<file path="src/rtl/crc8_pkg.sv">
// Shared CRC-8 definitions for the frame checker and the transmit-side generator.
package crc8_pkg;

    localparam logic [7:0] CRC_POLY = 8'h07;
    localparam logic [7:0] CRC_INIT = 8'h00;
    localparam int LEN_W = 16;
    localparam int ERR_W = 8;

    typedef enum logic {
        IDLE = 1'b0,
        BUSY = 1'b1
    } state_t;

    // One byte through the MSB-first LFSR, unrolled into a pure XOR network.
    function automatic logic [7:0] crc8_step(input logic [7:0] crc,
                                             input logic [7:0] data,
                                             input logic [7:0] poly);
        logic [7:0] c;
        c = crc ^ data;
        for (int i = 0; i < 8; i++) begin
            c = c[7] ? ((c << 1) ^ poly) : (c << 1);
        end
        return c;
    endfunction

endpackage

</file>
<file path="src/rtl/crc8_byte_step.sv">
// Combinational one-byte CRC-8 next-state network, same XOR tree as the generator.
module crc8_byte_step
    import crc8_pkg::*;
#(
    parameter logic [7:0] POLY = CRC_POLY
) (
    input  logic [7:0] crc,
    input  logic [7:0] data,
    output logic [7:0] next
);

    assign next = crc8_step(crc, data, POLY);

endmodule

</file>
<file path="config.mk">
export PLATFORM = sky130hd
export DESIGN_NAME = crc8_byte_step
export DESIGN_NICKNAME = d
export VERILOG_FILES = /design/src/rtl/crc8_pkg.sv /design/src/rtl/crc8_byte_step.sv
export SDC_FILE = /design/constraint.sdc
export NUM_CORES = 1
export LEC_CHECK = 0
export ABC_AREA = 1
export CORE_AREA = 2 2 39 41
export DETAILED_ROUTE_END_ITERATION = 10
export DIE_AREA = 0 0 41 43
export GPL_TIMING_DRIVEN = 1
export PLACE_DENSITY = 0.65
export SKIP_LAST_GASP = 1
export SYNTH_ARGS = -nofsm -noshare
export SYNTH_HDL_FRONTEND = slang
export SYNTH_SLANG_ARGS = --single-unit
</file>
<file path="constraint.sdc">
create_clock -name vclk -period 2.9
set_input_delay 0.58 -clock vclk [all_inputs]
set_output_delay 0.58 -clock vclk [all_outputs]
set_load 0.03 [all_outputs]
</file>
Word level (Yosys, flattened, before mapping)
Cells that the tools add are included.
{ "word_totals": {"register_bits": 0, "in_bits": 16} }
{ "op_classes": {"mux": 8, "bitwise": 9} }
{ "op_table": {"columns": ["operator", "count"], "rows": [
  ["$mux 3", 8],
  ["$not 3->3", 8],
  ["$xor 8x8->8", 1]
]} }

Longest topological paths before layout
Gate-level depths: netlist of run 1.
{ "logic_depth": {"ltp_word": 17, "mapped_depth": 10, "mapped_depth_nobuf": 10} }

Worst setup path after synthesis of run 1
OpenSTA, ideal clock, no wires.
{ "synth_timing": {"path_kind": "input-to-output", "start": "input data[6]", "end": "output next[7]", "t_arrival_ns": 1.501, "t_required_ns": 2.320, "setup_slack_ns": 0.819, "path_stages": 3, "cell_sequence": "xnor2_2 -> xor2_1 -> xor2_1"} }
{ "synth_via": {"elab_chain_cells": 4} }
{ "synth_rtl": {"columns": ["element", "line_no", "source"], "rows": [
  ["start, declared", "crc8_byte_step.sv:8", "input logic [7:0] data,"],
  ["$xor 8x8->8 (*)", "crc8_pkg.sv:19", "c = crc ^ data;"],
  ["$mux 3 (*)", "crc8_pkg.sv:21", "c = c[7] ? ((c << 1) ^ poly) : (c << 1);"],
  ["$not 3->3 (no source line)", null, null],
  ["$mux 3 (*)", "crc8_pkg.sv:21", null],
  ["end, declared", "crc8_byte_step.sv:9", "output logic [7:0] next"]
]} }
Every way passes the cells marked *; elsewhere a longest branch is shown, timed or not.

Worst setup path in the final report of run 1
{ "layout_timing": {"start": "input data[7]", "end": "output next[3]"} }
{ "layout_via": {"elab_chain_cells": 3} }
{ "layout_rtl": {"columns": ["element", "line_no"], "rows": [
  ["$xor 8x8->8", "crc8_pkg.sv:19"],
  ["$mux 3 (2 in a row)", "crc8_pkg.sv:21"]
]} }
Every way passes these cells.

==> flow_metrics.tcl, run 1 <==
set metrics [dict create \
    crit_chain "clkdlybuf4s50_1 -> inv_1 -> nand2_2 -> nand2_4 -> nand2_1 -> nand2_1 -> inv_1 -> nand2_1 -> nand2_1 -> dlymetal6s2s_1" \
    fin_tns_setup_ps 0 \
    cp_max_fo 4 \
    seq_cells 0 \
    setup_violations 0 \
    max-cap-violations 0 \
    cpMaxStageDelayCell "clkdlybuf4s50_1" \
    critPathMaxStageDelay_ps 510 \
    fp.dieW_um 41 \
    coreArea_um2 1380 \
    worstPathArrival_ps 1920 \
    grt_pass1_wl_mm 1.39 \
    routedWlPerCell_um 7.15 \
    drc 0 \
    die_h_um 43 \
    n_antenna_cell 0 \
    top_layer_used "met3" \
    critPathCaptureType "output pin" \
    grt_max_degree 6 \
    synth_area_leaders "nand2_1 38%, inv_1 12%, xnor2_1 12%" \
    route.met2.wl_um 426 \
    syn_area_um2 378 \
    yosysSeqAreaShare_pct 0 \
    detail_route.iter0.violations 5 \
    status "finished, final reports clean" \
    final_cell_mix "38 x nand2_1, 16 x clkdlybuf4s50_1, 12 x inv_1" \
    wl_met1_um 380 \
    slew_viol_final 0 \
    max_slew.worst_pin.slew_ps 321 \
    timing_hold_violations_final 0 \
    synth_area_per_cell_um2 5.11 \
    slew_headroom_pct 78.6 \
    fill_cells 152 \
    yosys.area.top_type_share_pct 37.7 \
    ff_latch_area_um2 0 \
    globalplace.congestion 0.770 \
    drive_gt1_share_pct 15.8 \
    portBuffers 24 \
    path_class "in -> out" \
    cp_top_family "buffers and inverters" \
    hpwl_um 772 \
    hp-class "in -> out" \
    met3_length_um 30 \
    cp_num_buf_inv 4 \
    syn_inst 74 \
    required_ps 2320 \
    critPathLaunchType "input pin" \
    grt_pass1_vias 391 \
    row_count 14 \
    mostFrequentLayoutCell "nand2_1" \
    power_density_nw_per_um2 323 \
    area_growth_syn_to_layout_pct 74.8 \
    syn_nets 90 \
    multi_input_area_um2 329 \
    path_depth 10 \
    path_common_cell "nand2_1" \
    final_nets 119 \
    die_area_um2 1760 \
    pin_count 24 \
    synth_area_leader_cell "nand2_1" \
    viasPerCell 4.01 \
    vdd_drop_max_mv 0.127 \
    rsz0062_at_grt "no" \
    timing.fmax_ghz 0.400 \
    synth_cell_type_count 11 \
    ys_warn_count 0 \
    grt.total_usage_pct 10.3 \
    wl_um 837 \
    ant_nets 0 \
    leakagePower_nw 0.406 \
    firstDrtPassIters 2 \
    finalCoreUtilization_pct 47.7 \
    antenna_found_initial 0 \
    vias 469 \
    clock_buffers 0 \
    start_util_pct 27.3 \
    min_period_over_period_pct 86.3 \
    hold_depth 5 \
    timing.final.crit_period_ps 2500 \
    gr-total-overflow 0 \
]
## per-stage QoR
step / instance area, µm² / setup WS (ps) / power (mW) / instances / hold slack [ps]
2_1_floorplan: 378 / 819 / 0.130 / 74 / 1440
3_3_place_gp: 651 / 30.6 / 0.216 / 117 / 2130
3_5_place_dp: 651 / 5.33 / 0.218 / 117 / 2140
4_1_cts: 651 / 2.64 / 0.218 / 117 / 2140
5_1_grt: 661 / 294 / 0.233 / 117 / 2180
6_report: 661 / 398 / 0.214 / 117 / 2130
## cell type report
cell class / instances / share of cell area, %
Inverter: 13 / 7.39
Multi-Input combinational cell: 61 / 49.8
Tap cell: 16 / 3.03
Timing Repair Buffer: 27 / 39.8
## where the power goes
| group | internal, mW | leakage [nW] | total [mW] | switching (mW) |
|---|---|---|---|---|
| combinational | 0.0929 | 0.406 | 0.214 | 0.121 |
| sequential | 0 | 0 | 0 | 0 |
| clock | 0 | 0 | 0 | 0 |
## routing by layer
layer,up-vias,track usage [%]
met3,0,0
li1,270,-
met5,-,0
met1,192,14.6
met2,7,17.8
met4,0,0
## worst paths after layout
kind	start	to	slack, ps
setup / recovery	data[7]	next[3]	400
hold / removal	data[5]	next[7]	2130
## cell usage after synthesis (all sizes together)
cell / number
xor2: 4
xnor2: 7
nand2: 43
inv: 13
nand3: 4
nor2: 3
## timing repair
item                                    in CTS  in global routing
setup buffers                                0                  0
endpoints found under the setup margin       0                  4
gates resized for setup                      0                  4
hold buffers                                 0                  0
endpoints found under the hold margin        0                  0
## cells by family (layout without fill, tap and decap cells)
family / after synthesis / count (layout) / synth area share, %
xor+xnor: 11 / 11 / 31.5
buf+inv: 13 / 40 / 12.9
simple gates: 50 / 50 / 55.6
Power figures use the tool's default switching activity.
==> run 2: changes to the inputs <==
--- a/config.mk
+++ b/config.mk
@@ -6,10 +6,11 @@
 export NUM_CORES = 1
 export LEC_CHECK = 0
 export ABC_AREA = 1
-export CORE_AREA = 2 2 39 41
+export CORE_AREA = 4 4 41 43
 export DETAILED_ROUTE_END_ITERATION = 10
-export DIE_AREA = 0 0 41 43
+export DIE_AREA = 0 0 45 47
 export GPL_TIMING_DRIVEN = 1
+export MAX_ROUTING_LAYER = met4
 export PLACE_DENSITY = 0.65
 export SKIP_LAST_GASP = 1
 export SYNTH_ARGS = -nofsm -noshare
==> run 2 against run 1 <==
  * Total power grew 1.1%
  * First-iteration DRC count shrank 20%
  * Via count grew 3.0%
  * Sequential cell count is the same
  * Critical path depth is the same
  * Fmax shrank 4.9%
  * Design area grew 1.5%
  * Count of clock-buffer cells in the layout is the same
  * Combinational power is essentially flat
  * Sequential share of layout area is the same
  * Die area grew 20%
  * Utilization grew 3.8 points
  * Largest cell class unchanged
==> flow_metrics.tcl, run 2 (synthesis results as in run 1) <==
set metrics [dict create \
    routedWlPerCell_um 7.47 \
    grt_max_degree 5 \
    required_ps 2320 \
    firstDrtPassIters 4 \
    critPathLaunchType "input pin" \
    status "finished, final reports clean" \
    max-cap-violations 0 \
    final_nets 121 \
    viasPerCell 4.09 \
    seq_cells 0 \
    timing.final.crit_period_ps 2630 \
    vias 483 \
    slew_headroom_pct 78.8 \
    critPathCaptureType "output pin" \
    p_sw_uw 122 \
    cp_max_fo 4 \
    hpwl_um 836 \
    hold_depth 5 \
    mostFrequentLayoutCell "nand2_1" \
    ctsHoldBuffers 0 \
    vdd_drop_max_mv 0.174 \
    multi_input_area_um2 329 \
    slew_viol_final 0 \
    fp.dieW_um 45 \
    grt_pass1_vias 390 \
    start_util_pct 29.0 \
    globalplace.congestion 0.780 \
    rsz0062_at_grt "no" \
    holdCritStartpoint "crc[6]" \
    final_cell_mix "38 x nand2_1, 16 x clkdlybuf4s50_1, 12 x inv_1" \
    timing_hold_violations_final 0 \
    internal_power_uw 94.5 \
    power_density_nw_per_um2 322 \
    min_period_over_period_pct 90.7 \
    detail_route.iter0.violations 4 \
    wl_um 881 \
    drive_gt1_share_pct 17.5 \
    row_count 13 \
    hp-class "in -> out" \
    area_growth_syn_to_layout_pct 77.5 \
    drc 0 \
    post_cts_buffers 0 \
    path_class "in -> out" \
    ff_latch_area_um2 0 \
    setup_violations 0 \
    portBuffers 24 \
    whs_endpoint "next[6]" \
    n_antenna_cell 0 \
    fill_cells 144 \
    place_ws_ps -3.14 \
    die_h_um 47 \
    pin_count 24 \
    gr-total-overflow 0 \
    switching_share_pct 56.3 \
    max_slew.worst_pin.slew_ps 318 \
    leakagePower_nw 0.407 \
    ant_nets 0 \
    grt_pass1_wl_mm 1.28 \
    clock_buffers 0 \
    timing.fmax_ghz 0.380 \
    coreArea_um2 1300 \
    finalCoreUtilization_pct 51.5 \
    die_area_um2 2120 \
    grt.total_usage_pct 7.64 \
    worstPathArrival_ps 2050 \
    p_seq_share_pct 0 \
    clkPwrFrac_pct 0 \
    pwr-share-comb_pct 100.0 \
    setup_ws_ps 269 \
    antenna_found_initial 0 \
]
==> run 2: cell type report <==
type	instances	area share, %
tap	15	2.80
inverter	13	7.28
timing repair buffer	29	40.9
multi-input combinational	61	49.1
==> run 2: worst max-delay path: stages <==
cell,delay (ps)
clkdlybuf4s50_1,510
inv_1,80
nand2_2,80
nand2_4,60
nand2_1,80
nand2_1,80
inv_1,70
nand2_1,50
nand2_1,70
dlygate4sd2_1,400
==> run 2: through the flow <==
| stage | std cells | power, mW | TNS (ps) | cell area (µm²) | hold slack (ps) |
|---|---|---|---|---|---|
| final | 118 | 0.216 | 0 | 671 | 2090 |
| after global routing | 118 | 0.234 | 0 | 671 | 2120 |
| after CTS | 118 | 0.220 | 0 | 663 | 2150 |
| after floorplan | 74 | 0.130 | 0 | 378 | 1440 |
| after global placement | 118 | 0.220 | 0 | 664 | 2130 |
| after detailed placement | 118 | 0.222 | -3.14 | 664 | 2140 |
==> run 2: worst max-delay path by stage <==
stage	endpoint	startpoint	depth (start not counted)
after CTS	next[0]	data[7]	8
final	next[3]	data[7]	10
after global routing	next[3]	data[7]	10
after detailed placement	next[3]	data[7]	10
after global placement	next[3]	data[7]	10
after floorplan	next[7]	data[6]	3
==> run 2: timing repair <==
item | in CTS | in global routing
pin swaps | 0 | 0
resized for setup | 1 | 3
setup endpoints to repair | 1 | 3
==> run 2: power groups by stage <==
stage          combinational, mW  sequential (mW)  clock [mW]
3_3_place_gp               0.220                0           0
6_report                   0.216                0           0
5_1_grt                    0.234                0           0
4_1_cts                    0.220                0           0
3_5_place_dp               0.222                0           0
2_1_floorplan              0.130                0           0
==> run 2: per-layer routing <==
metal	part of all wire (%)	global-route usage [%]	wire, µm	vias up
met5	0	-	0	-
met4	0	0	0	0
met3	7.9	0	70	0
met2	51	15.5	449	13
met1	41	8.78	361	200
li1	-	-	-	270
